$ cat src/rtl/reindeer_writeback_if.sv
// Write-back stage bus: execute results, load issue/response, hazard query, register-file write port.
// Latency: none; this is pure wiring between the upstream pipeline and the write-back stage.
// Backpressure: wb_stall throttles exe_*; load responses cannot be back-pressured.
interface reindeer_writeback_if #(
    parameter int XLEN          = 32,
    parameter int REG_ADDR_BITS = 5
);
    logic                     exe_valid;
    logic [REG_ADDR_BITS-1:0] exe_rd;
    logic [XLEN-1:0]          exe_data;
    logic                     wb_stall;
    logic                     ld_issue;
    logic [REG_ADDR_BITS-1:0] ld_issue_rd;
    logic                     ld_valid;
    logic [XLEN-1:0]          ld_data;
    logic [1:0]               ld_byte_offset;
    logic [1:0]               ld_width;
    logic                     ld_unsigned;
    logic [REG_ADDR_BITS-1:0] hz_rs1_addr;
    logic [REG_ADDR_BITS-1:0] hz_rs2_addr;
    logic                     load_use_hazard;
    logic                     protocol_err;
    logic                     write_enable;
    logic [REG_ADDR_BITS-1:0] write_addr;
    logic [XLEN-1:0]          write_data;

    // Upstream pipeline / memory side / decode side.
    modport master (
        output exe_valid, exe_rd, exe_data,
        output ld_issue, ld_issue_rd,
        output ld_valid, ld_data, ld_byte_offset, ld_width, ld_unsigned,
        output hz_rs1_addr, hz_rs2_addr,
        input  wb_stall, load_use_hazard, protocol_err,
        input  write_enable, write_addr, write_data
    );

    // The write-back stage itself.
    modport slave (
        input  exe_valid, exe_rd, exe_data,
        input  ld_issue, ld_issue_rd,
        input  ld_valid, ld_data, ld_byte_offset, ld_width, ld_unsigned,
        input  hz_rs1_addr, hz_rs2_addr,
        output wb_stall, load_use_hazard, protocol_err,
        output write_enable, write_addr, write_data
    );
endinterface

$ cat src/rtl/reindeer_writeback_stage.sv
// Merges load responses and execute results onto the single register-file write port.
// Latency: 1 cycle from acceptance (or load response) to write_enable.
// Backpressure: one-entry holding buffer; wb_stall (registered) = buffer full, loads never stall.
module reindeer_writeback_stage #(
    parameter int XLEN          = 32,
    parameter int REG_ADDR_BITS = 5
) (
    input  logic                 clk,
    input  logic                 reset_n,
    input  logic                 sync_reset,
    reindeer_writeback_if.slave  wb
);

    // Scoreboard: the single outstanding load destination.
    logic                     outstanding;
    logic [REG_ADDR_BITS-1:0] sb_rd;

    // Holding buffer for an execute result that lost the write slot to a load.
    logic                     buf_vld;
    logic [REG_ADDR_BITS-1:0] buf_rd;
    logic [XLEN-1:0]          buf_data;

    // Registered outputs.
    logic                     err_q;
    logic                     we_q;
    logic [REG_ADDR_BITS-1:0] addr_q;
    logic [XLEN-1:0]          data_q;

    // Next-state values.
    logic                     outstanding_n;
    logic [REG_ADDR_BITS-1:0] sb_rd_n;
    logic                     buf_vld_n;
    logic [REG_ADDR_BITS-1:0] buf_rd_n;
    logic [XLEN-1:0]          buf_data_n;
    logic                     err_n;
    logic                     we_n;
    logic [REG_ADDR_BITS-1:0] addr_n;
    logic [XLEN-1:0]          data_n;

    // Qualified events.
    logic ld_fire;
    logic ld_orphan;
    logic ld_write;
    logic exe_live;
    logic issue_ok;
    logic issue_bad;

    // Load formatting.
    logic [7:0]      byte_sel;
    logic [15:0]     half_sel;
    logic [XLEN-1:0] ld_fmt;

    // A response only counts when a load is outstanding; a load to x0 retires without a write.
    assign ld_fire   = wb.ld_valid && outstanding;
    assign ld_orphan = wb.ld_valid && !outstanding;
    assign ld_write  = ld_fire && (sb_rd != '0);

    // wb_stall is the buffer-full flag, so an exe result is only accepted into an empty buffer path.
    assign exe_live  = wb.exe_valid && !buf_vld && (wb.exe_rd != '0);

    // A new load may be recorded when the slot is free or frees up this same cycle.
    assign issue_ok  = wb.ld_issue && (!outstanding || wb.ld_valid);
    assign issue_bad = wb.ld_issue && outstanding && !wb.ld_valid;

    // Select the addressed byte/halfword and extend; word widths pass the memory word through.
    always_comb begin
        byte_sel = 8'h00;
        half_sel = 16'h0000;
        ld_fmt   = wb.ld_data;
        case (wb.ld_byte_offset)
            2'd0:    byte_sel = wb.ld_data[7:0];
            2'd1:    byte_sel = wb.ld_data[15:8];
            2'd2:    byte_sel = wb.ld_data[23:16];
            default: byte_sel = wb.ld_data[31:24];
        endcase
        // Bit 0 of the offset is ignored for halfwords; misalignment is trapped upstream.
        half_sel = wb.ld_byte_offset[1] ? wb.ld_data[31:16] : wb.ld_data[15:0];
        case (wb.ld_width)
            2'b00:   ld_fmt = {{(XLEN-8){byte_sel[7] & ~wb.ld_unsigned}}, byte_sel};
            2'b01:   ld_fmt = {{(XLEN-16){half_sel[15] & ~wb.ld_unsigned}}, half_sel};
            default: ld_fmt = wb.ld_data;
        endcase
    end

    // Arbitrate the write slot (load > buffer > new exe) and compute scoreboard/buffer next state.
    always_comb begin
        we_n          = 1'b0;
        addr_n        = '0;
        data_n        = '0;
        buf_vld_n     = buf_vld;
        buf_rd_n      = buf_rd;
        buf_data_n    = buf_data;
        outstanding_n = outstanding;
        sb_rd_n       = sb_rd;
        err_n         = err_q | issue_bad | ld_orphan;

        if (ld_write) begin
            we_n   = 1'b1;
            addr_n = sb_rd;
            data_n = ld_fmt;
            // The exe result that lost the slot parks in the buffer; a full buffer simply holds.
            if (!buf_vld && exe_live) begin
                buf_vld_n  = 1'b1;
                buf_rd_n   = wb.exe_rd;
                buf_data_n = wb.exe_data;
            end
        end else if (buf_vld) begin
            we_n      = 1'b1;
            addr_n    = buf_rd;
            data_n    = buf_data;
            buf_vld_n = 1'b0;
        end else if (exe_live) begin
            we_n   = 1'b1;
            addr_n = wb.exe_rd;
            data_n = wb.exe_data;
        end

        if (ld_fire) begin
            outstanding_n = 1'b0;
        end
        if (issue_ok) begin
            outstanding_n = 1'b1;
            sb_rd_n       = wb.ld_issue_rd;
        end
    end

    // State and output registers; either reset discards buffered results and the outstanding load.
    always_ff @(posedge clk or negedge reset_n) begin
        if (!reset_n) begin
            outstanding <= 1'b0;
            sb_rd       <= '0;
            buf_vld     <= 1'b0;
            buf_rd      <= '0;
            buf_data    <= '0;
            err_q       <= 1'b0;
            we_q        <= 1'b0;
            addr_q      <= '0;
            data_q      <= '0;
        end else if (sync_reset) begin
            outstanding <= 1'b0;
            sb_rd       <= '0;
            buf_vld     <= 1'b0;
            buf_rd      <= '0;
            buf_data    <= '0;
            err_q       <= 1'b0;
            we_q        <= 1'b0;
            addr_q      <= '0;
            data_q      <= '0;
        end else begin
            outstanding <= outstanding_n;
            sb_rd       <= sb_rd_n;
            buf_vld     <= buf_vld_n;
            buf_rd      <= buf_rd_n;
            buf_data    <= buf_data_n;
            err_q       <= err_n;
            we_q        <= we_n;
            addr_q      <= addr_n;
            data_q      <= data_n;
        end
    end

    // Hazard drops as soon as the response arrives; the register file forwards that same-cycle write.
    assign wb.load_use_hazard = outstanding && (sb_rd != '0) && !wb.ld_valid &&
                                ((wb.hz_rs1_addr == sb_rd) || (wb.hz_rs2_addr == sb_rd));

    assign wb.wb_stall     = buf_vld;
    assign wb.protocol_err = err_q;
    assign wb.write_enable = we_q;
    assign wb.write_addr   = addr_q;
    assign wb.write_data   = data_q;

endmodule

$ cat src/flat_wrapper.sv
// flat-port wrapper written by rule: the top's interface ports become plain ports
module reindeer_writeback_stage_flat 
#(
    parameter int XLEN          = 32,
    parameter int REG_ADDR_BITS = 5
)
  (clk, reset_n, sync_reset, wb_exe_valid, wb_exe_rd, wb_exe_data, wb_ld_issue, wb_ld_issue_rd, wb_ld_valid, wb_ld_data, wb_ld_byte_offset, wb_ld_width, wb_ld_unsigned, wb_hz_rs1_addr, wb_hz_rs2_addr, wb_wb_stall, wb_load_use_hazard, wb_protocol_err, wb_write_enable, wb_write_addr, wb_write_data);
  reindeer_writeback_if #(.XLEN(XLEN), .REG_ADDR_BITS(REG_ADDR_BITS)) wb_i ();
  input  logic clk;
  input  logic reset_n;
  input  logic sync_reset;
  input wire logic [$bits(wb_i.exe_valid)-1:0] wb_exe_valid;
  input wire logic [$bits(wb_i.exe_rd)-1:0] wb_exe_rd;
  input wire logic [$bits(wb_i.exe_data)-1:0] wb_exe_data;
  input wire logic [$bits(wb_i.ld_issue)-1:0] wb_ld_issue;
  input wire logic [$bits(wb_i.ld_issue_rd)-1:0] wb_ld_issue_rd;
  input wire logic [$bits(wb_i.ld_valid)-1:0] wb_ld_valid;
  input wire logic [$bits(wb_i.ld_data)-1:0] wb_ld_data;
  input wire logic [$bits(wb_i.ld_byte_offset)-1:0] wb_ld_byte_offset;
  input wire logic [$bits(wb_i.ld_width)-1:0] wb_ld_width;
  input wire logic [$bits(wb_i.ld_unsigned)-1:0] wb_ld_unsigned;
  input wire logic [$bits(wb_i.hz_rs1_addr)-1:0] wb_hz_rs1_addr;
  input wire logic [$bits(wb_i.hz_rs2_addr)-1:0] wb_hz_rs2_addr;
  output wire logic [$bits(wb_i.wb_stall)-1:0] wb_wb_stall;
  output wire logic [$bits(wb_i.load_use_hazard)-1:0] wb_load_use_hazard;
  output wire logic [$bits(wb_i.protocol_err)-1:0] wb_protocol_err;
  output wire logic [$bits(wb_i.write_enable)-1:0] wb_write_enable;
  output wire logic [$bits(wb_i.write_addr)-1:0] wb_write_addr;
  output wire logic [$bits(wb_i.write_data)-1:0] wb_write_data;
  assign wb_i.exe_valid = wb_exe_valid;
  assign wb_i.exe_rd = wb_exe_rd;
  assign wb_i.exe_data = wb_exe_data;
  assign wb_i.ld_issue = wb_ld_issue;
  assign wb_i.ld_issue_rd = wb_ld_issue_rd;
  assign wb_i.ld_valid = wb_ld_valid;
  assign wb_i.ld_data = wb_ld_data;
  assign wb_i.ld_byte_offset = wb_ld_byte_offset;
  assign wb_i.ld_width = wb_ld_width;
  assign wb_i.ld_unsigned = wb_ld_unsigned;
  assign wb_i.hz_rs1_addr = wb_hz_rs1_addr;
  assign wb_i.hz_rs2_addr = wb_hz_rs2_addr;
  assign wb_wb_stall = wb_i.wb_stall;
  assign wb_load_use_hazard = wb_i.load_use_hazard;
  assign wb_protocol_err = wb_i.protocol_err;
  assign wb_write_enable = wb_i.write_enable;
  assign wb_write_addr = wb_i.write_addr;
  assign wb_write_data = wb_i.write_data;
  reindeer_writeback_stage #(.XLEN(XLEN), .REG_ADDR_BITS(REG_ADDR_BITS)) u_core (.clk(clk), .reset_n(reset_n), .sync_reset(sync_reset), .wb(wb_i));
endmodule
$ cat config.mk
export PLATFORM = sky130hd
export DESIGN_NAME = reindeer_writeback_stage_flat
export DESIGN_NICKNAME = d
export VERILOG_FILES = /design/src/rtl/reindeer_writeback_if.sv /design/src/rtl/reindeer_writeback_stage.sv /design/src/flat_wrapper.sv
export SDC_FILE = /design/constraint.sdc
export NUM_CORES = 1
export LEC_CHECK = 0
export CORE_AREA = 2 2 99 101
export DETAILED_ROUTE_END_ITERATION = 10
export DIE_AREA = 0 0 101 103
export PLACE_DENSITY = 0.78
export SKIP_LAST_GASP = 1
export SLEW_MARGIN = 5
export SYNTH_ARGS = -nofsm -noshare
export SYNTH_HDL_FRONTEND = slang
export SYNTH_SLANG_ARGS = --single-unit
export TNS_END_PERCENT = 10
$ cat constraint.sdc
create_clock -name clk -period 2.1 [get_ports clk]
set_clock_uncertainty 0.15 [all_clocks]
set_input_delay 0.315 -clock clk [delete_from_list [all_inputs] [get_ports clk]]
set_output_delay 0.315 -clock clk [all_outputs]
set_load 0.1 [all_outputs]
### Word level (Yosys, flattened, before mapping)

Cells that the tools add are included.

| word-level totals | value |
|---|---|
| register bits after elaboration | 83 |
| bits in latches | 0 |
| bits in writable memories | 0 |
| memory bits (read-only) | 0 |
| input port bits | 95 |
| output and inout bits | 41 |
| logic and storage cells | 76 |
| memories kept | 0 |

| operators by class | value |
|---|---|
| add/sub/neg operators | 0 |
| multipliers | 0 |
| divide/modulo/power cells | 0 |
| magnitude comparators | 0 |
| equal/unequal tests | 6 |
| shifts and indexed selects | 0 |
| mux-type cells | 30 |
| bitwise operators | 5 |
| reductions and logical operators | 26 |

Operator list:

| kind | count |
|---|---|
| 32-bit two-way mux | 7 |
| 32-bit case mux with 2 select lines | 1 |
| 5-bit two-way mux | 9 |
| 8-bit case mux with 3 select lines | 1 |
| 16-bit two-way mux | 1 |
| 1-bit logical AND | 12 |
| 1-bit two-way mux | 11 |
| 5-bit equality test | 2 |
| 5-bit nonzero test | 2 |
| 2-bit nonzero test | 3 |
| 2-bit by 1-bit equality test with 1-bit output, second input constant | 2 |
| 2-bit logical NOT | 2 |
| 1-bit logical NOT | 3 |
| 3-bit != test, second input constant | 1 |
| 3-bit nonzero test | 1 |
| 1-bit AND | 2 |
| 2-bit equality test, second input constant | 1 |
| 1-bit logical OR | 2 |
| 1-bit bitwise OR | 2 |
| 2-bit AND reduction | 1 |
| 1-bit inverter | 1 |

### Longest topological paths before layout

Gate-level depths: netlist of run 1.

| depth | value |
|---|---|
| depth in word-level cells | 7 |
| gate-level depth with buffers | 7 |

### Least setup slack after synthesis of run 1

Ideal clock, no wire load.

| timing | value |
|---|---|
| path kind | reg-to-output |
| from | register u_core.sb_rd[3] |
| to | output wb_load_use_hazard |
| arrival | 3176 ps |
| required time | 1635 ps |
| path slack | -1541 ps |
| cell stages (with the launch flop) | 5 |
| path buffers | 0 |
| cell sequence | dfrtp_1 -> xor2_1 -> nor3_1 -> nand3_1 -> a221oi_1 |

| between the ends | value |
|---|---|
| cells in the longest elaborated chain, start to end | 4 |
| elaborated cells between the ends (all ways) | 7 |
| classes of those cells | eq/ne (2); reduce/logical (5) |

RTL lines:

| element | line | text |
|---|---|---|
| start, declared | reindeer_writeback_stage.sv:16 | `logic [REG_ADDR_BITS-1:0] sb_rd;` |
| start signal, assigned | reindeer_writeback_stage.sv:151 | `sb_rd <= sb_rd_n;` |
| 5-bit nonzero test | reindeer_writeback_stage.sv:163 | `assign wb.load_use_hazard = outstanding && (sb_rd != '0) && !wb.ld_valid &&` |
| 1-bit logical AND (2 in series) | reindeer_writeback_stage.sv:163 |  |
| 1-bit logical AND (*) | reindeer_writeback_stage.sv:163 |  |
| end, declared | flat_wrapper.sv:25 | `output wire logic [$bits(wb_i.load_use_hazard)-1:0] wb_load_use_hazard;` |

Mark *: on every way between the ends. The rest lies on a longest branch, timed or not.

### Final worst setup path of run 1

| timing | value |
|---|---|
| from | register u_core.sb_rd[4] |
| to | output wb_load_use_hazard |

Same word-level chain as after synthesis.

==> impl_metrics.yaml, run 1 <==
grt:
  antenna_found_initial: 0
  grt_max_degree: 48
  grt_pass1_wl_um: 19400
  grt.total_usage: 0.243
  grt.overflow.total: 0
  grt_pass1_vias: 3821
die:
  rows: 36
  fp.coreArea_sq_um: 9460
  io_pins: 136
  die_area_sq_um: 10400
  die_h_um: 103
  initial_core_util: 0.437
  fp.dieW_um: 101
route:
  drtAntennaViolNets: 0
  drc_errors: 0
  firstDrtPassIters: 5
  routed-via-count: 3832
  wl_um: 12500
  routedWlPerCell_um: 19.0
  viasPerCell: 5.83
  drt_iter0_markers: 160
worst_hold_path:
  hold_path_class: "input port to asynchronous set/reset pin"
yosys:
  synth_area_sq_um: 4130
  mappedNetlistNets: 469
  ys_seq_area_frac: 0.503
  synth_area_per_cell_sq_um: 11.1
  ys_warn_count: 0
  yosys_register_bits: 83
  synth_cell_type_count: 41
  syn_inst: 374
layout:
  fin_nets: 634
  diodes: 0
  layout_common_cells: "clkdlybuf4s50_1, buf_4, dfrtp_1"
  drive_above_1_share: 0.243
  fin_util: 0.640
  final_common_cell: "clkdlybuf4s50_1"
  syn_to_final_growth_pct: 46.5
  n_fill_cell: 758
power_and_ir_drop:
  power_mw: 3.85
  clkPwrFrac: 0.290
  p_sw_mw: 1.24
  switching_share: 0.322
  power.internal_mw: 2.62
  p_leak_nw: 2.88
  p_seq_frac: 0.438
  peakVddDrop_mv: 0.406
  p_per_area_nw_per_um2: 637
  power_frac_comb: 0.272
critical_path:
  start_kind: "register"
  worst_ep_arrival_time_ns: 1.84
  cp_max_fo: 4
  worstSetupEndpointType: "output port"
  critPathKind: "register to output port"
  ff2ff_path_depth: 5
  cp_data_required_time_ns: 1.63
place:
  io_buffers: 135
  place_hpwl_um: 9270
  place.gp.congestion: 0.891
  dp_slack_ns: -0.367
sta:
  setup_violations: 1
  tightestPinTransition_ns: 0.915
  slew_headroom: 0.390
  fin_crit_sh: 1.10
  hold_viol: 0
  clock.fmax_mhz: 434
  setup_slack_ns: -0.206
  period_minus_slack_ns: 2.31
  holdWs_ns: 0.303
  setup_tns_ns: -0.206
  slew_violations: 0
  rsz0062_at_grt: "true"
job:
  maxCapViolCount: 0
clocking:
  clk_latency_ns: 0.35
  cts_buffers: 9
  cts_sinks: 83
  clockBufferDepth: 2
  tritoncts: "built"
  cts-root-buf: "clkbuf_8"
  cts.clk_slew.worst_paths_ns: 0.08
  htree_levels: 3
run_status:
  outcome: "complete, but fails checks"
  violations: "negative setup slack"
-- per-stage QoR --
step                      cells  area (sq um)
final                       657          6060
after global routing        657          6060
after CTS                   656          6040
after detailed placement    638          5820
after global placement      638          5820
after floorplan             374          4150
-- layer usage --
layer,track usage,routed length (um),part of all wire
met1,0.316,5140,0.41
met2,0.397,6120,0.49
met3,0.0454,824,0.066
met4,0.112,420,0.034
met5,0,0,0
-- worst max-delay path, cell delays in order, from the launching register on --
cell      delay (ns)
dfrtp_2         0.44
xor2_1          0.16
nor3_2          0.25
nand3_2         0.13
a221oi_4        0.31
buf_12          0.21
-- Yosys cell counts --
library cell | instances | area [sq um]
dfrtp_1 | 83 | 2080
a22o_1 | 44 | 385
a22oi_1 | 22 | 165
nor2_1 | 22 | 82.6
a211o_1 | 16 | 140
and3_1 | 15 | 93.8
clkbuf_1 | 15 | 56.3
nand2_1 | 14 | 52.6
o21ai_0 | 13 | 65.1
a21oi_1 | 11 | 55.1
mux2_2 | 11 | 124
nor3_1 | 10 | 50.1
a32o_1 | 9 | 90.1
buf_6 | 8 | 90.1
o22ai_1 | 8 | 50.1
a21boi_0 | 7 | 52.6
buf_2 | 7 | 35.0
nand3_1 | 7 | 35.0
o21a_1 | 7 | 52.6
o32ai_1 | 7 | 61.3
xor2_1 | 6 | 52.6
xnor2_1 | 4 | 35.0
inv_1 | 3 | 11.3
nand2b_1 | 3 | 18.8
nor2b_1 | 3 | 18.8
a221o_1 | 2 | 20.0
a221oi_1 | 2 | 17.5
and2_1 | 2 | 12.5
a2111oi_4 | 1 | 27.5
a21boi_1 | 1 | 7.51
a21o_1 | 1 | 7.51
a21oi_4 | 1 | 16.3
and3b_1 | 1 | 8.76
buf_1 | 1 | 3.75
buf_4 | 1 | 7.51
inv_2 | 1 | 3.75
nor3_2 | 1 | 10.0
nor3b_1 | 1 | 7.51
o2bb2ai_1 | 1 | 8.76
o31a_4 | 1 | 17.5
or3_1 | 1 | 6.26
-- power groups by stage --
stage	clock network, mW	registers [mW]	logic [mW]
floorplan	0	2.03	0.267
global placement	0	1.72	1.02
detailed placement	0	1.72	1.03
CTS	1.14	1.69	1.04
global route	1.21	1.69	1.10
finish	1.12	1.69	1.05
-- sequential cells by signal (all words and copies together), names as in the netlist --
signal	flops
u_core.buf_data	32
u_core.wb.write_data	32
u_core.buf_rd	5
u_core.sb_rd	5
u_core.wb.write_addr	5
u_core.outstanding	1
u_core.wb.protocol_err	1
u_core.wb.wb_stall	1
u_core.wb.write_enable	1
-- final timing paths --
| path | start | end | slack, ns |
|---|---|---|---|
| max in group asynchronous | reset_n | u_core.buf_data[15] | 0.88 |
| min in group clk | u_core.buf_data[2] | u_core.buf_data[2] | 0.35 |
| worst max register to register | u_core.sb_rd[3] | u_core.wb.write_data[31] | 0.03 |
| worst max-delay path | u_core.sb_rd[4] | wb_load_use_hazard | -0.21 |
| worst min-delay path | reset_n | u_core.wb.write_data[1] | 0.30 |
| worst min register to register | u_core.buf_data[2] | u_core.buf_data[2] | 0.35 |
-- kinds of logic after synthesis --
kind of cell              after synthesis  synth area share
DFF                                    83             0.503
and+or+nand+nor                        80            0.0960
xor gates and xnor gates               10            0.0212
muxes                                  11            0.0300
AOI/OAI and AO/OA                     154             0.300
buffers and inverters                  36            0.0503
-- timing repair --
action                                  4_1_cts  5_1_grt
endpoints found under the setup margin       17       22
pin swaps                                     6        5
setup buffers                                 2        1
resized for setup                             6        2
hold buffers                                  1        0
gates cloned                                  0        0
endpoints found under the hold margin        36        0
-- layout make-up --
class / count / area (sq um) / area share
timing repair buffer: 186 / 1740 / 0.288
sequential: 83 / 2080 / 0.344
clock inverter: 4 / 52.6 / 0.00868
clock buffer: 11 / 131 / 0.0217
inverter: 4 / 15.0 / 0.00248
multi-input combinational: 255 / 1890 / 0.312
tap: 114 / 143 / 0.0236
No activity file was read; power rests on OpenSTA's default activity.
==> run 2: changes to the inputs <==
Settings changed: CORE_AREA 2 2 99 101 to 2 2 95 106, DIE_AREA 0 0 101 103 to 0 0 97 108, PLACE_DENSITY 0.78 to 0.77, RECOVER_POWER set to 25.
==> impl_metrics.yaml, run 2 (synthesis gave the netlist of run 1 again) <==
run_status:
  outcome: "complete, but fails checks"
  violations: "negative setup slack"
clocking:
  clk_latency_ns: 0.36
  htree_levels: 3
  tritoncts: "built"
  cts.clk_slew.worst_paths_ns: 0.09
  cts_buffers: 9
  cts-root-buf: "clkbuf_8"
  cts_sinks: 83
  clockBufferDepth: 2
critical_path:
  cp_max_fo: 4
  path_depth: 5
  slowest_delay_ns: 0.45
  worst-path-buf-inv: 1
  start_kind: "register"
  path_delay_family: "flip-flops"
  ff2ff_path_depth: 7
  worstSetupEndpointType: "output port"
  worstPathCellList: "xor2_1 > nor3_2 > nand3_1 > a221oi_4 > buf_12"
  cp_data_required_time_ns: 1.63
  worst_ep_arrival_time_ns: 1.87
  critPathKind: "register to output port"
  crit_path_top_delay_cell: "dfrtp_2"
layout:
  drive_above_1_share: 0.251
  fin_util: 0.653
  diodes: 0
  fin_nets: 640
  fin_area_sq_um: 6070
  syn_to_final_growth_pct: 47.0
  layout_common_cells: "clkdlybuf4s50_1, buf_4, dfrtp_1"
  final_common_cell: "clkdlybuf4s50_1"
route:
  m1WireLength_um: 5120
  routed-via-count: 3937
  routedWlPerCell_um: 19.3
  dr_wl_met2_um: 6300
  drtAntennaViolNets: 0
  firstDrtPassIters: 6
  dr_wl_met3_um: 1100
  drc_errors: 0
  drt_iter0_markers: 234
  viasPerCell: 5.90
  wl_um: 12900
  top_layer_used: "met4"
place:
  place.gp.congestion: 0.927
  place_hpwl_um: 9610
  dp_slack_ns: -0.414
  io_buffers: 135
  dpl-instance-area_sq_um: 5810
power_and_ir_drop:
  switching_share: 0.346
  power_mw: 3.87
  clkPwrFrac: 0.292
  power_frac_comb: 0.271
  power.internal_mw: 2.53
  p_seq_frac: 0.437
  p_per_area_nw_per_um2: 637
  p_sw_mw: 1.34
  peakVddDrop_mv: 0.341
  p_leak_nw: 2.91
die:
  initial_core_util: 0.444
  fp.dieW_um: 97
  io_pins: 136
  die_h_um: 108
  fp.coreArea_sq_um: 9310
  die_area_sq_um: 10500
  rows: 37
grt:
  grt_pass1_vias: 4020
  grt.overflow.total: 0
  grt.total_usage: 0.252
  grt_max_degree: 48
  antenna_found_initial: 0
  grt_pass1_wl_um: 20800
job:
  maxCapViolCount: 0
sta:
  holdWs_ns: 0.353
  tightestPinTransition_ns: 0.847
  slew_violations: 0
  slew_headroom: 0.435
  rsz0062_at_grt: "true"
  fin_crit_sh: 1.11
  setup_slack_ns: -0.232
  clock.fmax_mhz: 429
  setup_violations: 1
  period_minus_slack_ns: 2.33
  hold_viol: 0
worst_hold_path:
  hold_path_class: "register to register"
  worstHoldPathCells: 1
run 2: cell count changes in the layout (fill, tap and decap cells not counted), sizes merged:
cell,change
buf,+5
bufinv,-1
clkbuf,-1
clkdlybuf4s50,-1
clkinv,-3
clkinvlp,+1
dlygate4sd3,+1
inv,+6
run 2: stage by stage:
step	cells	setup TNS (ns)
2_1_floorplan	374	-0.142
3_3_place_gp	645	-17.98
3_5_place_dp	645	-20.17
4_1_cts	666	-0.317
5_1_grt	667	-1.79
6_report	667	-0.232
run 2: layout make-up:
cell class	count	area, sq um
inverters	4	15.0
clock inverters	7	65.1
repair buffers	192	1750
fillers	739	3230
multi-input cells	255	1890
clock buffers	9	124
well taps	117	146
flip-flops and latches	83	2080
run 2: worst register-to-register path, stage by stage, from the launching register on:
cell	delay, ns
dfrtp_1	0.40
buf_4	0.14
nor3_2	0.33
a21oi_1	0.21
buf_4	0.18
a21oi_4	0.14
buf_4	0.22
a22o_1	0.17
run 2: worst paths after layout:
kind	from	endpoint	slack (ns)
worst max register to register	u_core.sb_rd[0]	u_core.buf_data[7]	0.09
max in group asynchronous	reset_n	u_core.wb.wb_stall	0.24
worst min register to register	u_core.buf_data[6]	u_core.buf_data[6]	0.35
worst min-delay path	u_core.buf_data[6]	u_core.buf_data[6]	0.35
worst max-delay path	u_core.sb_rd[4]	wb_load_use_hazard	-0.23
min in group asynchronous	reset_n	u_core.buf_data[0]	0.42
run 2: power groups by stage:
stage | Clock (mW) | Combinational (mW) | Sequential [mW]
global placement | 0 | 1.02 | 1.72
global route | 1.22 | 1.11 | 1.70
CTS | 1.15 | 1.05 | 1.69
floorplan | 0 | 0.267 | 2.03
detailed placement | 0 | 1.03 | 1.72
finish | 1.13 | 1.05 | 1.69
run 2: repair_timing:
item / in CTS / in global routing
setup endpoints to repair: 17 / 29
endpoints found under the hold margin: 83 / 0
hold buffers: 1 / 0
resized for setup: 4 / 4
setup buffers: 4 / 1
pin swaps: 6 / 3
run 2: layer usage:
metal | global-route usage | vias up
li1 | - | 1784
met1 | 0.328 | 1939
met2 | 0.409 | 188
met3 | 0.0653 | 26
met4 | 0.0976 | 0
met5 | 0 | -
==> run 3: changes to the inputs <==
Settings changed: SKIP_CTS_REPAIR_TIMING set to 1.
==> impl_metrics.yaml, run 3 (synthesis gave the netlist of run 1 again) <==
run_status:
  outcome: "complete, but fails checks"
  violations: "negative setup slack"
die:
  die_h_um: 108
  initial_core_util: 0.444
  rows: 37
  die_area_sq_um: 10500
  fp.dieW_um: 97
  fp.coreArea_sq_um: 9310
  io_pins: 136
power_and_ir_drop:
  p_seq_frac: 0.439
  p_sw_mw: 1.33
  power_mw: 3.85
  p_per_area_nw_per_um2: 638
  p_leak_nw: 2.89
  peakVddDrop_mv: 0.341
  clkPwrFrac: 0.291
  power_frac_comb: 0.270
  switching_share: 0.345
  power.internal_mw: 2.52
critical_path:
  cp_data_required_time_ns: 1.63
  worst_ep_arrival_time_ns: 1.89
  critPathKind: "register to output port"
  path_delay_family: "flip-flops"
  worst-path-buf-inv: 1
  worstSetupEndpointType: "output port"
  worstPathCellList: "xor2_1 > nor3_1 > nand3_1 > a221oi_4 > buf_12"
  start_kind: "register"
  cp_max_fo: 5
  crit_path_top_delay_cell: "dfrtp_2"
  slowest_delay_ns: 0.46
route:
  routed-via-count: 3871
  wl_um: 12800
  drtAntennaViolNets: 0
  firstDrtPassIters: 5
  drt_iter0_markers: 239
  routedWlPerCell_um: 19.2
  viasPerCell: 5.83
  drc_errors: 0
clocking:
  cts.clk_slew.worst_paths_ns: 0.09
  cts-root-buf: "clkbuf_8"
  cts_buffers: 9
  htree_levels: 3
  clk_latency_ns: 0.36
  cts_sinks: 83
  tritoncts: "built"
  clockBufferDepth: 2
sta:
  setup_slack_ns: -0.255
  setup_violations: 1
  slew_violations: 0
  rsz0062_at_grt: "true"
  slew_headroom: 0.430
  fin_crit_sh: 1.12
  hold_viol: 0
  clock.fmax_mhz: 425
  setup_tns_ns: -0.255
  tightestPinTransition_ns: 0.854
  period_minus_slack_ns: 2.36
job:
  maxCapViolCount: 0
layout:
  drive_above_1_share: 0.241
  diodes: 0
  layout_common_cells: "clkdlybuf4s50_1, buf_4, dfrtp_1"
  fin_nets: 637
  syn_to_final_growth_pct: 46.1
  final_common_cell: "clkdlybuf4s50_1"
  fin_area_sq_um: 6040
worst_hold_path:
  hold_path_class: "register to register"
place:
  place_hpwl_um: 9610
  dp_slack_ns: -0.414
  io_buffers: 135
  dpl-instance-area_sq_um: 5810
  place.gp.congestion: 0.927
grt:
  grt.total_usage: 0.251
  antenna_found_initial: 0
  grt_pass1_wl_um: 20700
  grt.overflow.total: 0
  grt_max_degree: 48
  grt_pass1_vias: 3995
run 3: changes by cell type in the layout (fill, tap and decap cells not counted):
| cell | delta |
|---|---|
| nor3_1 | +1 |
| xnor2_1 | +1 |
| dfrtp_1 | +1 |
| buf_4 | -3 |
| xnor2_2 | -1 |
| dfrtp_2 | -1 |
| nor3_2 | -1 |
run 3: area by class of cell:
cell class | instances | area, sq um
clock inverter | 7 | 65.1
fill | 746 | 3270
inverter | 4 | 15.0
clock buffer | 9 | 124
sequential | 83 | 2080
tap | 117 | 146
multi-input combinational | 255 | 1880
timing repair buffer | 189 | 1730
run 3: power groups by stage:
stage / registers [mW] / clock network (mW) / logic, mW
after global routing: 1.70 / 1.22 / 1.10
after global placement: 1.72 / 0 / 1.02
after CTS: 1.69 / 1.15 / 1.04
after detailed placement: 1.72 / 0 / 1.03
after floorplan: 2.03 / 0 / 0.267
final: 1.69 / 1.12 / 1.04
run 3: final timing paths:
path                       slack [ns]                from  cells past startpoint            endpoint
setup reg to reg                 0.19     u_core.sb_rd[3]                      6  u_core.buf_data[7]
min in group asynchronous        0.42             reset_n                      2  u_core.buf_data[0]
max in group asynchronous        0.24             reset_n                      3  u_core.wb.wb_stall
hold / removal                   0.36  u_core.buf_data[6]                      1  u_core.buf_data[6]
setup / recovery                -0.26     u_core.sb_rd[3]                      5  wb_load_use_hazard
hold reg to reg                  0.36  u_core.buf_data[6]                      1  u_core.buf_data[6]
run 3: stage by stage:
step,utilization,hold slack (ns),std cells
after floorplan,-,-0.131,374
final,0.649,0.356,664
after global placement,0.625,0.0392,645
after CTS,0.645,-0.356,661
after global routing,0.649,0.358,664
after detailed placement,0.625,0.0411,645
run 3: metal layers:
layer | track usage | up-vias | wire (um)
met3 | 0.0653 | 31 | 1130
met4 | 0.101 | 0 | 429
met1 | 0.326 | 1881 | 5040
li1 | - | 1775 | -
met5 | 0 | - | 0
met2 | 0.405 | 184 | 6180
